**src/rtl/common_defs.sv**
```systemverilog
// Shared types for the RGB word packer: pixel layout, skid buffer entry and
// packing phase encoding.
package common_defs;

  localparam int unsigned PIX_BYTES = 3;

  // Packed so that b sits in the low byte, matching the output byte order.
  typedef struct packed {
    logic [7:0] r;
    logic [7:0] g;
    logic [7:0] b;
  } rgb_t;

  typedef struct packed {
    logic [31:0] tdata;
    logic        tlast;
    logic        tuser;
  } skid_entry_t;

  typedef enum logic [1:0] {
    PH0 = 2'd0,
    PH1 = 2'd1,
    PH2 = 2'd2,
    PH3 = 2'd3
  } phase_e;

endpackage

```
**src/rtl/axis_skid2.sv**
```systemverilog
// Two-entry in-order stream buffer holding {tdata, tlast, tuser}; the head
// entry drives the outputs and only changes when it is popped.
module axis_skid2
  import common_defs::*;
(
  input  logic        clk,
  input  logic        rst,
  input  logic        i_push,
  input  logic [31:0] i_tdata,
  input  logic        i_tlast,
  input  logic        i_tuser,
  output logic [31:0] o_tdata,
  output logic        o_tlast,
  output logic        o_tuser,
  output logic        o_valid,
  input  logic        i_ready,
  output logic [1:0]  o_count
);

  skid_entry_t r_e0;
  skid_entry_t r_e1;
  skid_entry_t w_in;
  logic [1:0]  r_count;
  logic        w_pop;

  assign w_in  = '{tdata: i_tdata, tlast: i_tlast, tuser: i_tuser};
  assign w_pop = (r_count != 2'd0) && i_ready;

  always_ff @(posedge clk) begin
    if (rst) begin
      r_e0    <= '0;
      r_e1    <= '0;
      r_count <= '0;
    end else begin
      case ({i_push, w_pop})
        2'b10: begin
          if (r_count == 2'd0) r_e0 <= w_in;
          else                 r_e1 <= w_in;
          r_count <= r_count + 2'd1;
        end
        2'b01: begin
          r_e0    <= r_e1;
          r_count <= r_count - 2'd1;
        end
        2'b11: begin
          if (r_count == 2'd2) begin
            r_e0 <= r_e1;
            r_e1 <= w_in;
          end else begin
            r_e0 <= w_in;
          end
        end
        default: ;
      endcase
    end
  end

  assign o_tdata = r_e0.tdata;
  assign o_tlast = r_e0.tlast;
  assign o_tuser = r_e0.tuser;
  assign o_valid = (r_count != 2'd0);
  assign o_count = r_count;

endmodule

```
**src/rtl/rgb_word_packer.sv**
```systemverilog
// Packs 24-bit pixels into dense 32-bit stream words (4 pixels -> 3 words).
// Optional alignment checker enabled by defining PACKER_ALIGN_CHECK_EN.
module rgb_word_packer
  import common_defs::*;
#(
  parameter int unsigned LINE_PIXELS = 640,
  parameter int unsigned SKID_DEPTH  = 2
) (
  input  logic        aclk,
  input  logic        areset,
  input  logic [7:0]  r,
  input  logic [7:0]  g,
  input  logic [7:0]  b,
  input  logic        sof,
  input  logic        eol,
  input  logic        valid,
  output logic        in_ready,
  output logic [31:0] out_stream_tdata,
  output logic [3:0]  out_stream_tkeep,
  output logic        out_stream_tlast,
  output logic        out_stream_tuser,
  output logic        out_stream_tvalid,
  input  logic        out_stream_tready
`ifdef PACKER_ALIGN_CHECK_EN
  ,
  output logic        err_align
`endif
);

  if ((LINE_PIXELS % 4) != 0) begin : g_bad_line
    $error("LINE_PIXELS must be a multiple of 4");
  end
  if (SKID_DEPTH != 2) begin : g_bad_depth
    $error("SKID_DEPTH is fixed at 2");
  end

  localparam logic [1:0] SKID_FULL = 2'(SKID_DEPTH);

  phase_e                 r_ph, w_ph_nxt, w_eff_ph;
  logic [PIX_BYTES*8-1:0] r_hold, w_hold_nxt;
  logic [15:0]            r_tail, w_tail_nxt;
  logic                   r_tail_pend, w_tail_pend_nxt;
  logic                   r_sof_pend, w_sof_pend_nxt, w_sof_now;
  logic                   r_in_ready, w_in_ready_nxt;
  logic                   w_accept, w_push, w_pop;
  logic [31:0]            w_push_tdata;
  logic                   w_push_tlast;
  logic [1:0]             w_count, w_cnt_nxt;
  rgb_t                   w_px;

  assign w_px     = {r, g, b};
  assign w_accept = valid && r_in_ready;
  assign w_pop    = out_stream_tvalid && out_stream_tready;
  assign w_eff_ph = sof ? PH0 : r_ph;   // sof restarts packing, dropping held bytes

  assign w_sof_now      = r_sof_pend || (w_accept && sof);
  assign w_sof_pend_nxt = w_sof_now && !w_push;

  always_ff @(posedge aclk) begin
    if (areset) begin
      r_ph        <= PH0;
      r_hold      <= '0;
      r_tail      <= '0;
      r_tail_pend <= 1'b0;
      r_sof_pend  <= 1'b0;
      r_in_ready  <= 1'b1;
    end else begin
      r_ph        <= w_ph_nxt;
      r_hold      <= w_hold_nxt;
      r_tail      <= w_tail_nxt;
      r_tail_pend <= w_tail_pend_nxt;
      r_sof_pend  <= w_sof_pend_nxt;
      r_in_ready  <= w_in_ready_nxt;
    end
  end

  // A misaligned eol at ph1/ph2 leaves 1-2 bytes over; they go out as a
  // separate tlast word on a following cycle while input is held off.
  always_comb begin
    w_push          = 1'b0;
    w_push_tdata    = '0;
    w_push_tlast    = 1'b0;
    w_ph_nxt        = r_ph;
    w_hold_nxt      = r_hold;
    w_tail_nxt      = r_tail;
    w_tail_pend_nxt = r_tail_pend;
    if (r_tail_pend) begin
      if ((w_count != SKID_FULL) || w_pop) begin
        w_push          = 1'b1;
        w_push_tdata    = {16'h0, r_tail};
        w_push_tlast    = 1'b1;
        w_tail_pend_nxt = 1'b0;
      end
    end else if (w_accept) begin
      case (w_eff_ph)
        PH0: begin
          if (eol) begin
            w_push       = 1'b1;
            w_push_tdata = {8'h0, w_px};
            w_push_tlast = 1'b1;
            w_ph_nxt     = PH0;
          end else begin
            w_hold_nxt = w_px;
            w_ph_nxt   = PH1;
          end
        end
        PH1: begin
          w_push       = 1'b1;
          w_push_tdata = {w_px.b, r_hold};
          if (eol) begin
            w_tail_nxt      = {w_px.r, w_px.g};
            w_tail_pend_nxt = 1'b1;
            w_ph_nxt        = PH0;
          end else begin
            w_hold_nxt = {8'h0, w_px.r, w_px.g};
            w_ph_nxt   = PH2;
          end
        end
        PH2: begin
          w_push       = 1'b1;
          w_push_tdata = {w_px.g, w_px.b, r_hold[15:0]};
          if (eol) begin
            w_tail_nxt      = {8'h0, w_px.r};
            w_tail_pend_nxt = 1'b1;
            w_ph_nxt        = PH0;
          end else begin
            w_hold_nxt = {16'h0, w_px.r};
            w_ph_nxt   = PH3;
          end
        end
        PH3: begin
          w_push       = 1'b1;
          w_push_tdata = {w_px.r, w_px.g, w_px.b, r_hold[7:0]};
          w_push_tlast = eol;
          w_ph_nxt     = PH0;
        end
        default: ;
      endcase
    end
  end

  assign w_cnt_nxt = w_count + {1'b0, w_push} - {1'b0, w_pop};

  // At ph2 an eol needs two slots, so only accept into an empty buffer.
  assign w_in_ready_nxt = !w_tail_pend_nxt &&
                          ((w_ph_nxt == PH2) ? (w_cnt_nxt == 2'd0)
                                             : (w_cnt_nxt != SKID_FULL));

  axis_skid2 u_skid (
    .clk     (aclk),
    .rst     (areset),
    .i_push  (w_push),
    .i_tdata (w_push_tdata),
    .i_tlast (w_push_tlast),
    .i_tuser (w_sof_now),
    .o_tdata (out_stream_tdata),
    .o_tlast (out_stream_tlast),
    .o_tuser (out_stream_tuser),
    .o_valid (out_stream_tvalid),
    .i_ready (out_stream_tready),
    .o_count (w_count)
  );

  assign in_ready         = r_in_ready;
  assign out_stream_tkeep = 4'hF;

`ifdef PACKER_ALIGN_CHECK_EN
  localparam int unsigned PIX_CNT_W = $clog2(LINE_PIXELS) + 1;

  logic [PIX_CNT_W-1:0] r_pix_cnt, w_pix_idx;
  logic                 r_err_align;

  assign w_pix_idx = sof ? '0 : r_pix_cnt;

  always_ff @(posedge aclk) begin
    if (areset) begin
      r_pix_cnt   <= '0;
      r_err_align <= 1'b0;
    end else if (w_accept) begin
      if ((eol && (w_eff_ph != PH3)) ||
          (eol && (w_pix_idx != PIX_CNT_W'(LINE_PIXELS - 1))) ||
          (sof && (r_ph != PH0)))
        r_err_align <= 1'b1;
      r_pix_cnt <= eol ? '0 : w_pix_idx + 1'b1;
    end
  end

  assign err_align = r_err_align;
`endif

endmodule

```
**config.mk**
```make
export PLATFORM = sky130hd
export DESIGN_NAME = rgb_word_packer
export DESIGN_NICKNAME = d
export VERILOG_FILES = /design/src/rtl/common_defs.sv /design/src/rtl/axis_skid2.sv /design/src/rtl/rgb_word_packer.sv
export SDC_FILE = /design/constraint.sdc
export NUM_CORES = 1
export LEC_CHECK = 0
export CORE_MARGIN = 2
export CORE_UTILIZATION = 45
export DETAILED_ROUTE_END_ITERATION = 8
export MAX_ROUTING_LAYER = met4
export PLACE_DENSITY = 0.64
export SLEW_MARGIN = 20
export SYNTH_ARGS = -nofsm -noshare
export SYNTH_HDL_FRONTEND = slang
export SYNTH_SLANG_ARGS = --single-unit
```
**constraint.sdc**
```tcl
create_clock -name aclk -period 2.92 [get_ports aclk]
set_input_delay 0.438 -clock aclk [delete_from_list [all_inputs] [get_ports aclk]]
set_output_delay 0.438 -clock aclk [all_outputs]
set_load 0.01 [all_outputs]
```
==> impl_metrics.env, run 1 <==
export IMPL_hold_buffers=0
export IMPL_initial_utilization_pct=45.52
export IMPL_multi_input_area_um2=3299
export IMPL_grt_usage_pct=27.81
export IMPL_syn_inst=742
export IMPL_wl_per_cell_um=19.17
export IMPL_antenna_left=0
export IMPL_cts_resized_gates=0
export IMPL_drive_above_1_share_pct=10.84
export IMPL_die_area_um2=14170
export IMPL_rsz0062_at_grt="no"
export IMPL_clk_latency_ns=0.42
export IMPL_drv_slew=0
export IMPL_clk_pin_slew_ns=0.05
export IMPL_antenna_found_initial=0
export IMPL_synth_seq_cells=115
export IMPL_postCtsSetupBuffers=0
export IMPL_synth_area_leaders="dfxtp_1 (39%), a22oi_1 (6.7%), a21oi_1 (6.6%), a211oi_1 (5.7%), nand2_1 (5.2%)"
export IMPL_syn_cell_area_um2=5956
export IMPL_required_ns=3.24
export IMPL_hpwl_mm=12.86
export IMPL_wl_mm=18.94
export IMPL_power_total_w=0.006709
export IMPL_fin_skew_ns=0.008343
export IMPL_n_antenna_cell=0
export IMPL_critPathKind="primary input to flop"
export IMPL_ys_warn_count=0
export IMPL_hold_class="flop to flop"
export IMPL_synth_top_cell_by_area="dfxtp_1"
export IMPL_fillCellCount=1172
export IMPL_cts_sinks=115
export IMPL_fin_crit_sh_pct=93.52
export IMPL_worst_hold_slack_ns=0.4528
export IMPL_syn2layout_area_growth_pct=27.65
export IMPL_worst_path_buf_inv=2
export IMPL_syn_avg_cell_area_um2=8.027
export IMPL_cp_cell_sequence="clkdlybuf4s50_1, nand2b_1, ha_1, nor2b_1, o21bai_1, ha_1, nand2b_1, a21oi_2, buf_12, a22oi_1, a211oi_1"
export IMPL_grt_start_max_net_pins=75
export IMPL_ir_drop_mv=0.4034
export IMPL_slowest_stage="clkdlybuf4s50_1"
export IMPL_period_needed_ns=2.731
export IMPL_vias_per_cell=5.982
export IMPL_cp_top_family="compound AO/OA/AOI/OAI gates"
export IMPL_io_buffer_count=65
export IMPL_synth_sequential_area_ratio_pct=38.66
export IMPL_cap_violations=0
export IMPL_tightest_slew_ns=0.7909
export IMPL_regArea_um2=2302
export IMPL_first_iter_violations=696
export IMPL_cp_max_fo=33
export IMPL_start_kind="primary input"
export IMPL_drc_errors=0
export IMPL_synthDistinctLibCells=49
export IMPL_finalSetupViolCount=0
export IMPL_powerDensity_nw_per_um2=882.5
export IMPL_num_rows=42
export IMPL_h_tree_depth=4
export IMPL_cts_buffers=17
export IMPL_dr_pass1_iters=5
export IMPL_status="complete, no violations"
export IMPL_via_count=5910
export IMPL_clockBufferDepth=2
export IMPL_cp_arrival_ns=3.05
export IMPL_grt_pass1_vias=5437
export IMPL_die_x_um=119.0
export IMPL_p_leak_nw=2.673
export IMPL_die_h_um=119.0
export IMPL_end_kind="flop"
export IMPL_grt_overflow_total=0
export IMPL_slowest_delay_ns=0.45
export IMPL_gp_congestion=0.9428
export IMPL_max_freq_mhz=366.2
export IMPL_fin_nets=841
export IMPL_slew_headroom_pct=47.27
export IMPL_ios=70
export IMPL_grt_first_pass_wirelength_mm=30.14
export IMPL_cts_tree="built"
export IMPL_synth_top_area_share_pct=38.66
export IMPL_core_region_area_um2=13090
export IMPL_clockRootBuffer="clkbuf_16"
export IMPL_hold_viol_final=0
[worst paths after layout]
check,from,to,slack [ns],depth (start not counted)
hold reg to reg,r_hold[17],r_hold[17],0.45,2
hold / removal,r_hold[17],r_hold[17],0.45,2
setup / recovery,sof,u_skid.o_tdata[16],0.19,11
setup reg to reg,r_tail_pend,u_skid.o_tdata[16],0.30,8
[state kept, by name, summed over array words and instances, names as in the netlist]
name,cells
r_tail,16
in_ready,1
u_skid.o_tlast,1
u_skid.r_e1,34
r_ph,2
r_sof_pend,1
u_skid.o_tuser,1
u_skid.o_count,2
r_tail_pend,1
r_hold,24
u_skid.o_tdata,32
[synthesized netlist by cell type (all sizes together)]
cell type and n:
buf 32, nand4b 1, nand3 17, xnor2 2
dfxtp 115, mux2i 8, nand2 82, o2bb2a 1
clkbuf 45, and2 1, or4 1, xor2 2
a2111oi 1, o21bai 1, ha 11, nor3b 2
a221oi 9, a21boi 8, a22oi 53, a311oi 23
nor2 59, or3 3, or4bb 1, conb 1
inv 8, and3b 16, a31oi 3, nand3b 1
and3 3, nor3 47, a211oi 46, a222oi 1
o31a 1, o211ai 8, o21ai 28, nor4 1
a21oi 80, or2 1, nor2b 7, nand2b 12
[report_power, final]
part	switching, W	internal, W
clock network	0.000723	0.00147
registers	0.000209	0.00192
logic	0.00131	0.00108
[worst reg2reg max path, cell delays in order (launching register included)]
cell	delay [ns]
dfxtp_1	0.71
nor2b_1	0.34
o21bai_1	0.24
ha_1	0.30
nand2b_1	0.10
a21oi_2	0.21
buf_12	0.22
a22oi_1	0.14
a211oi_1	0.28
[through the flow]
stage               area (µm²)  TNS, ns  setup WS [ns]  cells  util, %
floorplan                 5967        0         0.2872    745        -
global placement          6985  -0.2876       -0.02872    957    53.39
detailed placement        6985   -7.447        -0.1873    957    53.39
CTS                       7602        0         0.2245    988    58.10
global route              7602        0       0.006122    988    58.10
finish                    7602        0         0.1891    988    58.10
[cell families after synthesis]
kind of cell,count (synthesis),synth area share (%)
simple gates,255,20.78
flops,115,38.66
fa+ha+maj,11,2.311
other cells,1,0.06296
compound gates,263,30.06
mux,8,1.345
xor+xnor,4,0.5883
buf+inv,85,6.198
[area by class of cell]
class,count,share of cell area [%]
clock buffers,22,6.106
clock inverters,9,2.008
multi-input cells,545,43.40
repair buffers,113,14.91
well taps,176,2.897
inverters,8,0.3950
flip-flops and latches,115,30.28
[per-layer routing]
| metal | up-vias | share of wire (%) | track usage, % | routed length, µm |
|---|---|---|---|---|
| li1 | 2839 | - | - | - |
| met1 | 2782 | 45 | 38.70 | 8592 |
| met2 | 252 | 45 | 40.88 | 8565 |
| met3 | 37 | 7.1 | 4.741 | 1344 |
| met4 | 0 | 2.3 | 9.524 | 439 |
| met5 | - | 0 | - | 0 |
[layout by cell type, fill, tap and decap left out, drive strengths merged, types with 12 or more instances in the layout]
master	synthesis	routed
o21ai	28	28
dfxtp	115	115
and3b	16	16
a311oi	23	23
a22oi	53	53
nand3	17	17
clkdlybuf4s50	0	64
a211oi	46	46
clkbuf	45	22
buf	32	49
nand2b	12	12
a21oi	80	80
nor3	47	47
nor2	59	59
nand2	82	82
Note: power is estimated with default switching activity, not from simulation.
==> run 2: changes to the inputs <==
Settings changed: CORE_UTILIZATION 45 to 56, PLACE_DENSITY 0.64 to 0.78.
==> run 2 against run 1 <==
  * Clock power shrank 3%
  * Non-clock buffer count shrank 1
  * Clock-buffer cell count decreased by 5
  * Final cell count is 4.0% lower
  * Global-route usage grew 4.9 points
  * Sequential cell count did not move
  * Total power decreased by 1.5%
  * Final area fell by 0.89%
  * Hold slack improved by 0.0048 ns
  * Largest power group unchanged
  * Highest routed layer unchanged
==> impl_metrics.env, run 2 (synthesis gave the netlist of run 1 again) <==
export IMPL_io_buffer_count=65
export IMPL_grt_start_max_net_pins=70
export IMPL_post_dp_cell_area_um2=6928
export IMPL_stdcell_area_um2=7535
export IMPL_die_x_um=107.1
export IMPL_fin_nets=840
export IMPL_fin_skew_ns=0.007004
export IMPL_max_flop_register="u_skid.r_e1"
export IMPL_antenna_left=0
export IMPL_hold_buffers=0
export IMPL_p_leak_nw=2.660
export IMPL_clockRootBuffer="clkbuf_8"
export IMPL_ir_drop_mv=0.5325
export IMPL_max_freq_mhz=385.3
export IMPL_fin_crit_sh_pct=88.88
export IMPL_postCtsSetupBuffers=0
export IMPL_vias_per_cell=6.367
export IMPL_ios=70
export IMPL_post_place_ws_ns=-0.1168
export IMPL_initial_utilization_pct=57.69
export IMPL_syn2layout_area_growth_pct=26.51
export IMPL_power_total_w=0.006608
export IMPL_finalSetupViolCount=0
export IMPL_start_kind="flop"
export IMPL_required_ns=3.35
export IMPL_die_h_um=107.1
export IMPL_drc_errors=0
export IMPL_clockBufferDepth=2
export IMPL_cp_max_fo=22
export IMPL_period_needed_ns=2.595
export IMPL_largest_reg_flops=34
export IMPL_fillCellCount=793
export IMPL_hold_class="flop to flop"
export IMPL_via_count=6036
export IMPL_first_iter_violations=663
export IMPL_powerDensity_nw_per_um2=877.0
export IMPL_num_rows=37
export IMPL_cp_arrival_ns=3.03
export IMPL_cap_violations=0
export IMPL_cts_sinks=115
export IMPL_cts_resized_gates=0
export IMPL_grt_pass1_vias=5454
export IMPL_antenna_found_initial=0
export IMPL_drive_above_1_share_pct=11.21
export IMPL_die_area_um2=11480
export IMPL_cts_buffers=17
export IMPL_drv_slew=0
export IMPL_n_antenna_cell=0
export IMPL_critPathKind="flop to flop"
export IMPL_rrSetupSlack_ns=0.32
export IMPL_slew_headroom_pct=48.84
export IMPL_end_kind="flop"
export IMPL_hpwl_mm=11.98
export IMPL_grt_overflow_total=0
export IMPL_clk_pin_slew_ns=0.06
export IMPL_dr_pass1_iters=6
export IMPL_wl_mm=17.73
export IMPL_core_region_area_um2=10320
export IMPL_status="complete, no violations"
export IMPL_wl_per_cell_um=18.71
export IMPL_mostFrequentLayoutCells="dfxtp_1 (115), nand2_1 (82), a21oi_1 (79)"
export IMPL_setup_tns_ns=0
export IMPL_worst_slack_ns=0.3247
export IMPL_grt_first_pass_wirelength_mm=28.68
export IMPL_gp_congestion=0.9083
export IMPL_rsz0062_at_grt="no"
export IMPL_final_common_cell="dfxtp_1"
export IMPL_hold_viol_final=0
export IMPL_cts_tree="built"
export IMPL_clk_latency_ns=0.53
export IMPL_h_tree_depth=4
export IMPL_tightest_slew_ns=0.7674
export IMPL_grt_usage_pct=32.71
-- run 2: changes by cell type in the layout (fill, tap and decap cells not counted), sizes merged --
cell      previous run  this run
clkbuf              22        17
inv                  9        15
clkinv               4         3
buf                 49        48
bufinv               4         3
clkinvlp             0         2
-- run 2: worst paths after layout --
check              startpoint                 end  cells after the start
hold reg to reg    r_hold[19]          r_hold[19]                      2
setup / recovery  r_tail_pend  u_skid.o_tdata[28]                      7
setup reg to reg  r_tail_pend  u_skid.o_tdata[28]                      7
hold / removal     r_hold[19]          r_hold[19]                      2
-- run 2: routing by layer --
metal	wire length (µm)	global-route usage [%]	share of wire (%)
met4	446	11.97	2.5
met2	8160	48.92	46
met3	1591	7.295	9.0
met1	7537	43.48	43
met5	0	-	0
-- run 2: stage by stage --
step | hold slack, ns | utilization [%] | cells
after floorplan | 0.4323 | - | 745
after global placement | 0.4400 | 67.11 | 916
after detailed placement | 0.4511 | 67.11 | 916
after CTS | 0.4361 | 72.99 | 948
after global routing | 0.4792 | 72.99 | 948
final | 0.4577 | 72.99 | 948
-- run 2: layout make-up --
class	instances	area (µm²)	share of cell area, %
Multi-Input combinational cell	545	3299	43.79
Sequential cell	115	2302	30.55
Timing Repair Buffer	112	1126	14.95
Clock buffer	17	414.1	5.497
Clock inverter	15	192.7	2.557
Tap cell	136	170.2	2.258
Inverter	8	30.03	0.3985
-- run 2: critical path: stages, from the launching register on --
cell      delay [ns]
dfxtp_1         0.69
nor2b_1         0.38
o21bai_1        0.22
ha_1            0.28
nand2_1         0.16
a31oi_4         0.35
a22oi_1         0.11
a211oi_1        0.29
-- run 2: report_power, final --
part           total, W  internal, W  switching, W
clock network   0.00212      0.00132      0.000795
registers       0.00213      0.00192      0.000208
logic           0.00237      0.00107       0.00130
==> run 3: changes to the inputs <==
Settings changed: CELL_PAD_IN_SITES_DETAIL_PLACEMENT from default to 2, CELL_PAD_IN_SITES_GLOBAL_PLACEMENT from default to 2, CORE_ASPECT_RATIO from default to 0.75, CORE_UTILIZATION 56 to 34, SYNTH_HIERARCHICAL from default to 1.
==> run 3 against run 2 <==
  * Register-to-register slack better by 0.03 ns
  * Sequential share of layout area is 1.6 points lower
  * Via count is 11% higher
  * Die area is 72% higher
  * Sequential cell count stayed put
  * Critical path depth is 4 higher
  * Total power is 3.2% higher
  * Final area is 5.6% higher
  * Sequential power is 2% lower
  * Core utilization is 30 points lower
  * Worst setup slack worse by 0.19 ns
  * Global-route usage is 4.3 points lower
  * Critical endpoint is now u_skid/o_tdata[13]
  * Largest power group unchanged
==> impl_metrics.env, run 3 <==
export IMPL_status="complete, no violations"
export IMPL_swShare_pct=39.12
export IMPL_syn2layout_area_growth_pct=25.33
export IMPL_fin_crit_sh_pct=95.47
export IMPL_cp_max_fo=16
export IMPL_cts_tree="built"
export IMPL_synth_top_cell_by_area="dfxtp_1"
export IMPL_grt_pass1_vias=7131
export IMPL_antenna_left=0
export IMPL_via_count=6678
export IMPL_n_antenna_cell=0
export IMPL_grt_usage_pct=28.40
export IMPL_first_iter_violations=697
export IMPL_max_flop_register="u_skid/r_e1"
export IMPL_p_seq_share_pct=30.5
export IMPL_ys_warn_count=6
export IMPL_async_flop_share_pct=0
export IMPL_tightest_slew_ns=0.6881
export IMPL_ir_drop_mv=0.9247
export IMPL_die_h_um=122.3
export IMPL_critPathKind="primary input to flop"
export IMPL_slew_headroom_pct=53.64
export IMPL_largest_reg_flops=34
export IMPL_rsz0062_at_grt="no"
export IMPL_h_tree_depth=4
export IMPL_cp_arrival_ns=3.13
export IMPL_p_leak_nw=2.575
export IMPL_required_ns=3.26
export IMPL_hold_class="primary input to flop"
export IMPL_cap_violations=0
export IMPL_core_region_area_um2=18400
export IMPL_drv_slew=0
export IMPL_synthDistinctLibCells=52
export IMPL_wl_mm=26.64
export IMPL_hold_buffers=0
export IMPL_finalSetupViolCount=0
export IMPL_synth_seq_cells=115
export IMPL_final_common_cell="dfxtp_1"
export IMPL_power_share_combinational_pct=41.3
export IMPL_mostFrequentLayoutCells="dfxtp_1 (115), a21oi_1 (82), clkdlybuf4s50_1 (64)"
export IMPL_ios=70
export IMPL_antenna_found_initial=0
export IMPL_powerDensity_nw_per_um2=857.4
export IMPL_max_freq_mhz=358.7
export IMPL_synth_sequential_area_ratio_pct=36.27
export IMPL_vias_per_cell=6.306
export IMPL_num_rows=43
export IMPL_setup_tns_ns=0
export IMPL_io_buffer_count=65
export IMPL_cts_resized_gates=0
export IMPL_end_kind="flop"
export IMPL_internal_power_w=0.004153
export IMPL_syn_avg_cell_area_um2=8.341
export IMPL_cts_sinks=115
export IMPL_synth_area_leaders="dfxtp_1 (36%), a311oi_2 (7.1%), a21oi_1 (6.5%), o211ai_1 (5.0%), clkbuf_1 (4.4%)"
export IMPL_fin_nets=841
export IMPL_clockRootBuffer="clkbuf_16"
export IMPL_die_area_um2=19790
export IMPL_power_share_clock_pct=28.2
export IMPL_grt_start_max_net_pins=68
export IMPL_synth_common_cells="dfxtp_1 (115), a21oi_1 (82), clkbuf_1 (74)"
export IMPL_syn_cell_area_um2=6347
export IMPL_synth_edf_count=0
export IMPL_p_switching_w=0.002668
export IMPL_postCtsSetupBuffers=0
export IMPL_initial_utilization_pct=34.50
export IMPL_clk_latency_ns=0.43
export IMPL_gp_congestion=0.8549
export IMPL_period_needed_ns=2.788
export IMPL_drive_above_1_share_pct=15.52
export IMPL_ys_flop_type="dfxtp_1"
export IMPL_hold_viol_final=0
export IMPL_start_kind="primary input"
export IMPL_clockBufferDepth=2
export IMPL_syn_inst=761
export IMPL_yosysMostFrequentCell="dfxtp_1"
export IMPL_wl_per_cell_um=25.16
export IMPL_die_x_um=161.8
export IMPL_fin_skew_ns=0.01100
export IMPL_dr_pass1_iters=8
export IMPL_grt_first_pass_wirelength_mm=42.19
export IMPL_clk_pin_slew_ns=0.06
export IMPL_grt_overflow_total=0
export IMPL_power_total_w=0.006821
export IMPL_hpwl_mm=16.98
export IMPL_cts_buffers=17
export IMPL_synth_top_area_share_pct=36.27
export IMPL_drc_errors=0
[run 3: changes by cell type in the layout (fill, tap and decap cells not counted), moves of 15 or more]
| cell | change |
|---|---|
| o211ai_1 | +34 |
| a222oi_1 | +15 |
| o31ai_1 | +34 |
| a211oi_1 | -37 |
| a311oi_1 | -18 |
| nand3_1 | +25 |
| nand2_1 | -47 |
| a22oi_1 | -45 |
| a311oi_2 | +30 |
| o21ai_0 | +23 |
[run 3: power by group through the flow]
stage | sequential (W) | combinational (W) | clock [W]
6_report | 0.00208 | 0.00282 | 0.00192
5_1_grt | 0.00212 | 0.00303 | 0.00202
4_1_cts | 0.00209 | 0.00281 | 0.00194
3_5_place_dp | 0.00211 | 0.00279 | 0
3_3_place_gp | 0.00209 | 0.00268 | 0
2_1_floorplan | 0.00215 | 0.00152 | 0
[run 3: path summary, 6_finish.rpt]
| kind | end | from | cells past startpoint | slack [ns] |
|---|---|---|---|---|
| setup / recovery | u_skid/o_tdata[13] | sof | 11 | 0.13 |
| hold / removal | r_ph[0] | areset | 2 | 0.44 |
| setup reg to reg | u_skid/o_tdata[13] | r_ph[0] | 10 | 0.35 |
| hold reg to reg | r_hold[16] | r_hold[16] | 2 | 0.46 |
[run 3: area by class of cell]
class	count	area [µm²]
Fill cell	2036	10450
Multi-Input combinational cell	539	3573
Sequential cell	115	2302
Timing Repair Buffer	117	1201
Clock buffer	22	474.2
Tap cell	247	309.0
Clock inverter	9	57.56
Inverter	10	37.54
[run 3: critical path: stages]
cell and delay [ns]:
clkdlybuf4s50_1 0.44, nand2b_1 0.23, buf_4 0.17, ha_1 0.20
nor2_1 0.19, buf_4 0.28, a21oi_1 0.08, o21ai_0 0.50
buf_4 0.23, nand3_1 0.10, a311oi_2 0.26
[run 3: cell families after synthesis]
family,count (synthesis),share of synthesized area [%]
compound gates,311,36.78
flops,115,36.27
xor+xnor,4,0.5520
fa+ha+maj,11,2.168
buf+inv,110,7.885
mux,8,1.262
other cells,1,0.05908
simple gates,201,15.02
[run 3: metal layers]
| metal | wire length [µm] | global-route usage (%) |
|---|---|---|
| met1 | 11460 | 34.44 |
| met2 | 13110 | 47.61 |
| met3 | 1311 | 5.035 |
| met4 | 760 | 10.67 |
| met5 | 0 | - |
[run 3: stage by stage]
| step | hold slack, ns | instances | worst slack, ns | utilization (%) | cell area [µm²] |
|---|---|---|---|---|---|
| finish | 0.4401 | 1059 | 0.1324 | 43.23 | 7955 |
| global route | 0.4601 | 1059 | 0.04117 | 43.23 | 7955 |
| CTS | 0.4247 | 1059 | 0.2160 | 43.23 | 7955 |
| detailed placement | 0.4583 | 1028 | -0.1301 | 40.34 | 7423 |
| global placement | 0.4461 | 1028 | -0.0001417 | 40.34 | 7423 |
| floorplan | 0.4316 | 764 | 0.02344 | - | 6364 |
